==> src/rtl/prog_loader.sv <==
// Byte-stream program loader: length header, big-endian words into instruction memory.
// Define PROG_LOADER_CKSUM_EN to add a trailing XOR checksum word (CHECK state).
module prog_loader #(
    parameter int ADDR_W    = 10,
    parameter int MAX_WORDS = 1024
) (
    input  logic              clk1,
    input  logic              rst_n,
    input  logic              start,
    input  logic              in_valid,
    input  logic [7:0]        in_data,
    output logic              in_ready,
    output logic              mem_we,
    output logic [ADDR_W-1:0] mem_addr,
    output logic [31:0]       mem_wdata,
    output logic              core_halt,
    output logic              done,
    output logic              error
);

    typedef enum logic [2:0] {
        S_IDLE,
        S_LEN_HI,
        S_LEN_LO,
        S_DATA,
`ifdef PROG_LOADER_CKSUM_EN
        S_CHECK,
`endif
        S_DONE,
        S_ERROR
    } state_t;

`ifdef PROG_LOADER_CKSUM_EN
    localparam state_t TAIL = S_CHECK;
`else
    localparam state_t TAIL = S_DONE;
`endif
    localparam logic [16:0] MAX_N = 17'(MAX_WORDS);

    state_t            r_state, w_next;
    logic [15:0]       r_len;
    logic [1:0]        r_byte_cnt;
    logic [23:0]       r_shift;
    logic [ADDR_W-1:0] r_word_idx;
    logic              r_mem_we;
    logic [ADDR_W-1:0] r_mem_addr;
    logic [31:0]       r_mem_wdata;
`ifdef PROG_LOADER_CKSUM_EN
    logic [31:0]       r_xor;
`endif

    logic        w_ready, w_accept, w_word_done, w_last_word, w_restart;
    logic [15:0] w_len_n;
    logic [31:0] w_word;

    always_comb begin
        w_ready = 1'b0;
        case (r_state)
            S_LEN_HI, S_LEN_LO, S_DATA: w_ready = 1'b1;
`ifdef PROG_LOADER_CKSUM_EN
            S_CHECK:                    w_ready = 1'b1;
`endif
            default:                    w_ready = 1'b0;
        endcase
    end

    assign w_accept    = in_valid & w_ready;
    assign w_word_done = w_accept && (r_byte_cnt == 2'd3);
    assign w_word      = {r_shift, in_data};
    assign w_len_n     = {r_len[15:8], in_data};
    assign w_last_word = (17'(r_word_idx) + 17'd1) == {1'b0, r_len};
    assign w_restart   = start && (r_state == S_IDLE || r_state == S_DONE || r_state == S_ERROR);

    always_ff @(posedge clk1 or negedge rst_n) begin
        if (!rst_n) r_state <= S_IDLE;
        else        r_state <= w_next;
    end

    // NOTE: every output of this block gets a default first, so no path through the case infers a latch.
    always_comb begin
        w_next    = r_state;
        core_halt = 1'b1;
        done      = 1'b0;
        error     = 1'b0;
        case (r_state)
            S_IDLE:   if (start) w_next = S_LEN_HI;
            S_LEN_HI: if (w_accept) w_next = S_LEN_LO;
            S_LEN_LO: begin
                if (w_accept) begin
                    if ({1'b0, w_len_n} > MAX_N) w_next = S_ERROR;
                    else if (w_len_n == 16'd0)   w_next = TAIL;
                    else                         w_next = S_DATA;
                end
            end
            S_DATA: if (w_word_done && w_last_word) w_next = TAIL;
`ifdef PROG_LOADER_CKSUM_EN
            S_CHECK: if (w_word_done) w_next = (w_word == r_xor) ? S_DONE : S_ERROR;
`endif
            S_DONE: begin
                core_halt = 1'b0;
                done      = 1'b1;
                if (start) w_next = S_LEN_HI;
            end
            S_ERROR: begin
                error = 1'b1;
                if (start) w_next = S_LEN_HI;
            end
            default: w_next = S_IDLE;
        endcase
    end

    // NOTE: datapath state uses non-blocking assignments so every register samples pre-edge values.
    always_ff @(posedge clk1 or negedge rst_n) begin
        if (!rst_n) begin
            r_len       <= '0;
            r_byte_cnt  <= '0;
            r_shift     <= '0;
            r_word_idx  <= '0;
            r_mem_we    <= 1'b0;
            r_mem_addr  <= '0;
            r_mem_wdata <= '0;
`ifdef PROG_LOADER_CKSUM_EN
            r_xor       <= '0;
`endif
        end else begin
            r_mem_we <= 1'b0;
            if (w_restart) begin
                r_byte_cnt <= '0;
                r_word_idx <= '0;
`ifdef PROG_LOADER_CKSUM_EN
                r_xor      <= '0;
`endif
            end
            if (w_accept) begin
                case (r_state)
                    S_LEN_HI: r_len[15:8] <= in_data;
                    S_LEN_LO: r_len[7:0]  <= in_data;
                    default: begin
                        r_byte_cnt <= r_byte_cnt + 2'd1;
                        r_shift    <= {r_shift[15:0], in_data};
                        if (w_word_done && r_state == S_DATA) begin
                            r_mem_we    <= 1'b1;
                            r_mem_addr  <= r_word_idx;
                            r_mem_wdata <= w_word;
`ifdef PROG_LOADER_CKSUM_EN
                            r_xor       <= r_xor ^ w_word;
`endif
                            // Holding on the last word keeps the index from wrapping at 2^ADDR_W.
                            if (!w_last_word) r_word_idx <= r_word_idx + 1'b1;
                        end
                    end
                endcase
            end
        end
    end

    assign in_ready  = w_ready;
    assign mem_we    = r_mem_we;
    assign mem_addr  = r_mem_addr;
    assign mem_wdata = r_mem_wdata;

endmodule

==> config.mk <==
export PLATFORM = sky130hd
export DESIGN_NAME = prog_loader
export DESIGN_NICKNAME = d
export VERILOG_FILES = /design/src/rtl/prog_loader.sv
export SDC_FILE = /design/constraint.sdc
export NUM_CORES = 1
export LEC_CHECK = 0
export CAP_MARGIN = 20
export CORE_ASPECT_RATIO = 1.2
export CORE_MARGIN = 5
export CORE_UTILIZATION = 49
export DETAILED_ROUTE_END_ITERATION = 10
export GPL_TIMING_DRIVEN = 0
export HOLD_SLACK_MARGIN = 0.15
export PLACE_DENSITY = 0.75
export SLEW_MARGIN = 25
export SYNTH_ARGS = -nofsm -noshare
export SYNTH_HDL_FRONTEND = slang
export SYNTH_SLANG_ARGS = --single-unit
==> constraint.sdc <==
create_clock -name clk1 -period 2.36 [get_ports clk1]
set_input_delay 0.354 -clock clk1 [delete_from_list [all_inputs] [get_ports clk1]]
set_output_delay 0.354 -clock clk1 [all_outputs]
set_load 0.05 [all_outputs]
=== Word level (Yosys, flattened, before mapping) ===
Cells that the tools add are included.

* Register bits: 98

* Eq/ne operators: 11
* $lt $le $gt $ge: 1
* Muxes and demuxes: 22
* Add/sub/neg operators: 3
* Bitwise logic cells: 2
* Reductions and logical operators: 16

{| class="wikitable"
|+ Operators with widths
! operator !! number
|-
| $mux 10 || 5
|-
| $mux 3 || 6
|-
| $eq 11x16->1 || 1
|-
| $gt 16x11->1 const B || 1
|-
| $logic_not 16->1 || 1
|-
| $pmux 3 s4 || 1
|-
| $add 10x1->11 const B || 1
|-
| $add 10x1->10 const B || 1
|-
| $mux 1 || 7
|-
| $eq 3x2->1 const B || 2
|-
| $eq 3x3->1 const B || 2
|-
| $mux 2 || 3
|-
| $ne 2x2->1 const B || 3
|-
| $reduce_and 2->1 || 3
|-
| $reduce_or 3->1 || 2
|-
| $logic_and 1x1->1 || 4
|-
| $reduce_and 4->1 || 1
|-
| $eq 3x1->1 const B || 1
|-
| $logic_not 3->1 || 1
|-
| $reduce_and 3->1 || 1
|-
| $add 2x1->2 const B || 1
|-
| $eq 2x2->1 const B || 1
|-
| $logic_or 1x1->1 || 2
|-
| $ne 2x1->1 const B || 1
|-
| other kinds (3) || 3
|}

=== Depth between registers and ports, before layout ===
Gate-level depths: netlist of the first run.

* Word-level depth: 9
* Mapped depth: 10
* Mapped depth without buffers: 8

=== Worst setup path before layout of the first run ===
OpenSTA, ideal clock, no wires.

* Kind: register -> register
* Start point: reg r_word_idx[0]
* End point: reg r_word_idx[3]
* Data required time: 2.234 ns
* Arrival: 2.184 ns
* Buffers on the path: 1
* Period minus slack after synthesis: 2.310 ns
* Setup slack: 0.050 ns
* Library setup time: 0.126 ns
* Cell stages (with the launch flop): 10
* Path through: dfrtp_1 -> ha_1 -> buf_6 -> and3_4 -> xnor2_1 -> o311ai_1 -> a21oi_1 -> a21boi_2 -> a31oi_4 -> a221o_1

* Word-level cells in the longest chain between the ends: 6
* Elaborated cells on any way between the ends: 7
* Those cells by class: add/sub (2); eq/ne (1); mux (4)

{| class="wikitable"
|+ Ends and longest elaborated chain
! element !! line !! source
|-
| start: declaration || 44 || <nowiki>logic [ADDR_W-1:0] r_word_idx;</nowiki>
|-
| start signal: assignment || 149 || <nowiki>if (!w_last_word) r_word_idx <= r_word_idx + 1'b1;</nowiki>
|-
| $add 10x1->11 || 71 || <nowiki>assign w_last_word = (17'(r_word_idx) + 17'd1) == {1'b0, r_len};</nowiki>
|-
| $eq 11x16->1 || 71 ||
|-
| $mux 10 * || 149 ||
|-
| $mux 10 * || 141 || <nowiki>if (w_word_done && r_state == S_DATA) begin</nowiki>
|-
| $mux 10 * || 135 || <nowiki>case (r_state)</nowiki>
|-
| $mux 10 * || 134 || <nowiki>if (w_accept) begin</nowiki>
|}

Every way passes the cells marked *; elsewhere a longest branch is shown, timed or not.
A chain may end at the register's enable or synchronous reset.

=== Worst setup path in the final report of the first run ===
* Start point: reg r_word_idx[1]
* End point: reg r_word_idx[5]

Same word-level chain as after synthesis.

==> flow_metrics.py, run 1 <==
metrics = {
    "cts": {
        "cts_tree": "built",
        "clockBufferDepth": 2,
        "htreeDepth": 3,
        "root_buffer": "clkbuf_8",
        "clock_sinks": 98,
        "clock_latency_ns": 0.36,
        "path_clk_slew_ns": 0.10,
        "cts_buffers": 9,
    },
    "detailed_routing": {
        "first_pass_iters": 4,
        "drt_first_iter_violations": 114,
        "wl_mm": 9.76,
        "drc": 0,
        "num_vias": 3024,
        "ant_nets": 0,
        "routedWlPerCell_microns": 17.9,
        "viasPerCell": 5.54,
    },
    "floorplan": {
        "coreArea_sq_mm": 0.00894,
        "die_area_sq_mm": 0.0110,
        "start_util_pct": 49.4,
        "die_h_microns": 114,
        "fp.dieW_microns": 96.6,
        "pin_count": 59,
        "rows": 38,
    },
    "power": {
        "irDropWorstVdd_uv": 601,
        "internal_power_w": 0.00344,
        "netSwitchingFraction_pct": 35.4,
        "combPwrFrac_pct": 33.5,
        "p_switching_w": 0.00189,
        "power_frac_seq_pct": 46.4,
        "p_leak_nw": 2.53,
        "cellPowerDensity_mw_per_mm2": 946,
        "power_w": 0.00532,
        "clkPwrFrac_pct": 20.1,
    },
    "timing": {
        "fmax_mhz": 415,
        "fin_skew_ns": 0.00900,
        "worst_pin_slew_ns": 0.989,
        "post-route-period-util_pct": 102,
        "finalSetupViolCount": 8,
        "tns_ns": -0.235,
        "hold_viol": 0,
        "layout_setup_ws_ns": -0.0475,
        "maxSlewHeadroom_pct": 33.9,
        "min_period_ns": 2.41,
        "timing.hold.ws_ns": 0.341,
        "rsz0062_at_grt": "yes",
        "slew_viol_final": 0,
    },
    "logic_synthesis": {
        "yosys-top-cells-area": "dfrtp_1 56%, mux2_2 21%, xnor2_1 1.8%",
        "yosysMostFrequentCell": "dfrtp_1",
        "ys.flop_type": "dfrtp_1",
        "ys_warn_count": 0,
        "synth-seq-cells": 98,
        "ys_types": 52,
        "ys_seq_area_share_pct": 55.6,
        "syn_area_per_cell_sq_um": 13.1,
        "synth_top_area_cell": "dfrtp_1",
        "async_reset_ff_share_pct": 100,
        "syn_nets": 351,
        "synthCells": 337,
        "syn_area_sq_mm": 0.00441,
        "synth.top_cell.area_share_pct": 55.6,
        "synth_edf_count": 0,
        "yosys-top-cells-count": "98 x dfrtp_1, 82 x mux2_2, 17 x nand2_1",
    },
    "setup_path": {
        "critPathLaunchType": "flip-flop",
        "arrival_ns": 2.65,
        "cp.required_ns": 2.61,
        "r2r_cells": 8,
        "cp_max_fo": 9,
        "cp-end-kind": "flip-flop",
        "crit_type": "flip-flop to flip-flop",
        "worstSetupStartpoint": "r_word_idx[1]$_DFF_PN0_",
        "reg2reg_from": "r_word_idx[1]$_DFF_PN0_",
    },
    "grt": {
        "grtUsageMet2_pct": 31.9,
        "use_met3_pct": 3.79,
        "grt_overflow": 0,
        "grt_pass1_vias": 3259,
        "grt_max_degree": 55,
        "antenna_found_initial": 0,
        "track_usage_pct": 18.4,
        "grt-busiest-layer": "met2",
        "grt_use_met1_pct": 21.7,
        "grt_pass1_wl_mm": 16.2,
    },
    "placed_design": {
        "gp_congestion": 0.844,
        "hpwl_mm": 6.54,
        "placed_cell_area_sq_mm": 0.00516,
        "io_buffers": 57,
    },
    "cells_and_area": {
        "num_antenna_cells": 0,
        "fin_area_sq_mm": 0.00563,
        "multiInputGateArea_sq_mm": 0.00195,
        "fin_nets": 435,
        "syn2layout_area_growth_pct": 27.5,
        "drive_gt1_share_pct": 37.8,
        "regArea_sq_mm": 0.00245,
        "fillCellCount": 727,
        "fin_util_pct": 62.9,
    },
    "job": {
        "cap_violations": 0,
    },
    "run_status": {
        "failed_checks": "negative setup slack",
        "outcome": "finished, violations left",
    },
    "hold_path": {
        "min_path_type": "primary input to flip-flop",
        "holdCritStartpoint": "in_valid",
        "holdPathStages": 3,
    },
}
path summary, 6_finish.rpt:
check	to	slack, ns
worst max-delay path	r_word_idx[5]$_DFF_PN0_	-0.05
worst min-delay path	r_byte_cnt[1]$_DFF_PN0_	0.34
worst max register to register	r_word_idx[5]$_DFF_PN0_	-0.05
worst min register to register	mem_addr[8]$_DFFE_PN0P_	0.51
max in group asynchronous	r_len[14]$_DFFE_PN0P_	1.29
min in group asynchronous	r_word_idx[9]$_DFF_PN0_	0.47
metrics by stage:
| step | setup WS, ns | std cells |
|---|---|---|
| final | -0.0475 | 546 |
| after global routing | -0.0896 | 546 |
| after CTS | -0.0261 | 539 |
| after detailed placement | -0.462 | 515 |
| after global placement | -2.59 | 514 |
| after floorplan | 0.0499 | 337 |
metal layers:
layer	routed length, microns	vias up
met3	387	25
met1	4090	1531
met2	5020	82
met5	0	-
met4	268	0
li1	-	1386
flip-flops by register name, indices dropped and copies added (netlist names):
| register | cells |
|---|---|
| mem_wdata | 32 |
| r_shift | 24 |
| r_len | 16 |
| r_state | 3 |
| mem_we | 1 |
| r_word_idx | 10 |
| mem_addr | 10 |
| r_byte_cnt | 2 |
logic make-up after synthesis:
group / share of synthesized area [%]
flops: 55.6
xor+xnor: 3.35
compound gates: 7.00
buf+inv: 2.81
simple gates: 9.78
mux: 20.9
fa+ha+maj: 0.567
critical path: stages, from the launching register on:
cell and delay, ns:
dfrtp_2 0.46, ha_4 0.20, and3_4 0.21, xnor2_2 0.14, o311ai_2 0.40, a21oi_2 0.09, a21boi_4 0.28, a31oi_4 0.11
a221o_1 0.39
layout make-up:
type / count / share of cell area, %
timing repair buffer: 74 / 13.3
multi-input combinational: 216 / 34.7
inverter: 4 / 0.267
clock buffer: 12 / 2.94
tap: 120 / 2.67
sequential: 98 / 43.6
buffer: 18 / 2.00
clock inverter: 4 / 0.578
power by group through the flow:
| stage | Combinational [W] | Sequential, W | Clock [W] |
|---|---|---|---|
| final | 0.00179 | 0.00247 | 0.00107 |
| after global routing | 0.00192 | 0.00254 | 0.00118 |
| after CTS | 0.00178 | 0.00247 | 0.00110 |
| after detailed placement | 0.00175 | 0.00250 | 0 |
| after global placement | 0.00170 | 0.00247 | 0 |
| after floorplan | 0.00102 | 0.00269 | 0 |
layout by cell type (no fill, tap or decap), types with 4 or more instances in the layout:
cell type and n:
and3_4 6, a221o_1 7, nand2_1 17, clkdlybuf4s50_1 52, buf_2 5, clkbuf_8 12, nand3_1 11, o21ai_0 6
buf_6 5, o211ai_1 4, clkbuf_2 4, xnor2_1 6, dlygate4sd2_1 4, nand4_1 5, nor2_1 14, xor2_1 6
xnor2_2 4, mux2_2 82, dfrtp_1 96, buf_4 14
what timing repair did:
item	in CTS	in global routing
hold buffers	1	0
hold endpoints to repair	44	0
pin swaps	13	10
endpoints found under the setup margin	24	27
buffers inserted	7	6
resized for setup	25	16
cloned	1	1
Note: power is estimated with default switching activity, not from simulation.
==> run 2, diff against run 1 <==
RECOVER_POWER = 25   (was default)
==> flow_metrics.py, run 2 (same netlist as run 1, synthesis figures left out) <==
metrics = {
    "setup_path": {
        "cp.required_ns": 2.61,
        "critPathLaunchType": "flip-flop",
        "path_cells": "ha_4, and3_4, xnor2_2, o311ai_2, a21oi_2, a21boi_4, a31oi_4, a221o_1",
        "slowest_delay_ns": 0.46,
        "crit_cells": 8,
        "cp_max_fo": 9,
        "cp_top_family": "compound AO/OA/AOI/OAI gates",
        "cpMaxStageDelayCell": "dfrtp_2",
        "r2r_cells": 8,
        "cp-end-kind": "flip-flop",
        "arrival_ns": 2.66,
        "crit_type": "flip-flop to flip-flop",
        "crit_buf_inv": 0,
    },
    "detailed_routing": {
        "ant_nets": 0,
        "num_vias": 3051,
        "wl_mm": 9.74,
        "first_pass_iters": 4,
        "viasPerCell": 5.59,
        "drt_first_iter_violations": 120,
        "drc": 0,
        "routedWlPerCell_microns": 17.8,
    },
    "cts": {
        "clockBufferDepth": 2,
        "cts_buffers": 9,
        "root_buffer": "clkbuf_8",
        "path_clk_slew_ns": 0.10,
        "htreeDepth": 3,
        "cts_tree": "built",
        "clock_sinks": 98,
        "clock_latency_ns": 0.37,
    },
    "floorplan": {
        "die_h_microns": 114,
        "pin_count": 59,
        "coreArea_sq_mm": 0.00894,
        "rows": 38,
        "fp.dieW_microns": 96.6,
        "die_area_sq_mm": 0.0110,
        "start_util_pct": 49.4,
    },
    "placed_design": {
        "dp_cells": 515,
        "hpwl_mm": 6.54,
        "io_buffers": 57,
        "gp_congestion": 0.844,
    },
    "grt": {
        "grt_pass1_vias": 3259,
        "track_usage_pct": 18.4,
        "grt_pass1_wl_mm": 16.2,
        "antenna_found_initial": 0,
        "grt_max_degree": 55,
        "grt_overflow": 0,
    },
    "timing": {
        "maxSlewHeadroom_pct": 27.1,
        "rsz0062_at_grt": "yes",
        "hold_viol": 0,
        "min_period_ns": 2.41,
        "fmax_mhz": 415,
        "fin_skew_ns": 0.00869,
        "layout_setup_ws_ns": -0.0477,
        "finalSetupViolCount": 8,
        "post-route-period-util_pct": 102,
        "worst_pin_slew_ns": 1.09,
        "slew_viol_final": 0,
    },
    "cells_and_area": {
        "num_antenna_cells": 0,
        "largest_reg_flops": 32,
        "final_cell_count_no_fill": 546,
        "drive_gt1_share_pct": 37.8,
        "final_cell_mix": "96 x dfrtp_1, 82 x mux2_2, 52 x clkdlybuf4s50_1",
        "final_common_cell": "dfrtp_1",
        "fin_nets": 435,
        "fin_util_pct": 62.6,
        "syn2layout_area_growth_pct": 26.9,
    },
    "job": {
        "cap_violations": 0,
    },
    "hold_path": {
        "holdPathStages": 3,
        "min_path_type": "primary input to flip-flop",
    },
    "power": {
        "p_leak_nw": 2.52,
        "cellPowerDensity_mw_per_mm2": 951,
        "irDropWorstVdd_uv": 602,
        "internal_power_w": 0.00343,
        "netSwitchingFraction_pct": 35.5,
        "power_frac_seq_pct": 46.4,
        "p_switching_w": 0.00189,
        "combPwrFrac_pct": 33.4,
        "clkPwrFrac_pct": 20.3,
    },
    "run_status": {
        "outcome": "finished, violations left",
        "failed_checks": "negative setup slack",
    },
}
==> run 2: cell count changes in the layout (fill, tap and decap cells not counted), sizes merged <==
cell,delta
buf,-1
clkbuf,+1
==> run 2: timing repair <==
item,in CTS,in global routing
resized for setup,25,16
hold buffers,1,0
pin swaps,13,10
buffers inserted,7,6
endpoints found under the hold margin,44,0
endpoints found under the setup margin,24,27
cloned,1,1
==> run 2: worst register-to-register path: stages (launching register included) <==
cell,delay [ns]
dfrtp_2,0.46
ha_4,0.21
and3_4,0.22
xnor2_2,0.14
o311ai_2,0.40
a21oi_2,0.09
a21boi_4,0.28
a31oi_4,0.11
a221o_1,0.39
==> run 2: power groups by stage <==
stage	Clock, W	Sequential (W)	Combinational, W
2_1_floorplan	0	0.00269	0.00102
3_3_place_gp	0	0.00247	0.00170
3_5_place_dp	0	0.00250	0.00175
4_1_cts	0.00110	0.00247	0.00178
5_1_grt	0.00118	0.00254	0.00191
6_report	0.00108	0.00247	0.00178
==> run 2: final cells by class <==
cell class / count / area [sq um]
Buffer: 18 / 113
Tap cell: 120 / 150
Clock inverter: 4 / 32.5
Sequential cell: 98 / 2450
Timing Repair Buffer: 74 / 719
Clock buffer: 12 / 165
Fill cell: 731 / 3340
Multi-Input combinational cell: 216 / 1950
Inverter: 4 / 15.0
==> run 2: layer usage <==
layer | routed length, microns | global-route usage [%] | part of all wire [%] | vias up
li1 | - | - | - | 1392
met1 | 4040 | 21.7 | 42 | 1548
met2 | 5040 | 31.9 | 52 | 90
met3 | 403 | 3.79 | 4.1 | 21
met4 | 251 | 9.27 | 2.6 | 0
met5 | 0 | 0 | 0 | -
==> run 2: path summary, 6_finish.rpt <==
| kind | to | startpoint | slack [ns] |
|---|---|---|---|
| worst min register to register | mem_addr[8]$_DFFE_PN0P_ | mem_addr[8]$_DFFE_PN0P_ | 0.51 |
| max in group asynchronous | r_len[14]$_DFFE_PN0P_ | rst_n | 0.38 |
| min in group asynchronous | r_word_idx[9]$_DFF_PN0_ | rst_n | 0.72 |
| worst min-delay path | r_byte_cnt[1]$_DFF_PN0_ | in_valid | 0.34 |
| worst max-delay path | r_word_idx[5]$_DFF_PN0_ | r_word_idx[1]$_DFF_PN0_ | -0.05 |
| worst max register to register | r_word_idx[5]$_DFF_PN0_ | r_word_idx[1]$_DFF_PN0_ | -0.05 |
==> run 2: metrics by stage <==
| step | cell area [sq um] | hold WS, ns | power (W) | worst slack, ns | TNS, ns |
|---|---|---|---|---|---|
| after global placement | 5130 | 0.484 | 0.00417 | -2.59 | -257.52 |
| after global routing | 5600 | 0.378 | 0.00563 | -0.0896 | -0.606 |
| after detailed placement | 5160 | 0.304 | 0.00424 | -0.462 | -4.48 |
| after CTS | 5510 | 0.328 | 0.00535 | -0.0261 | -0.0620 |
| after floorplan | 4410 | 0.0584 | 0.00371 | 0.0499 | 0 |
| final | 5600 | 0.337 | 0.00532 | -0.0477 | -0.242 |
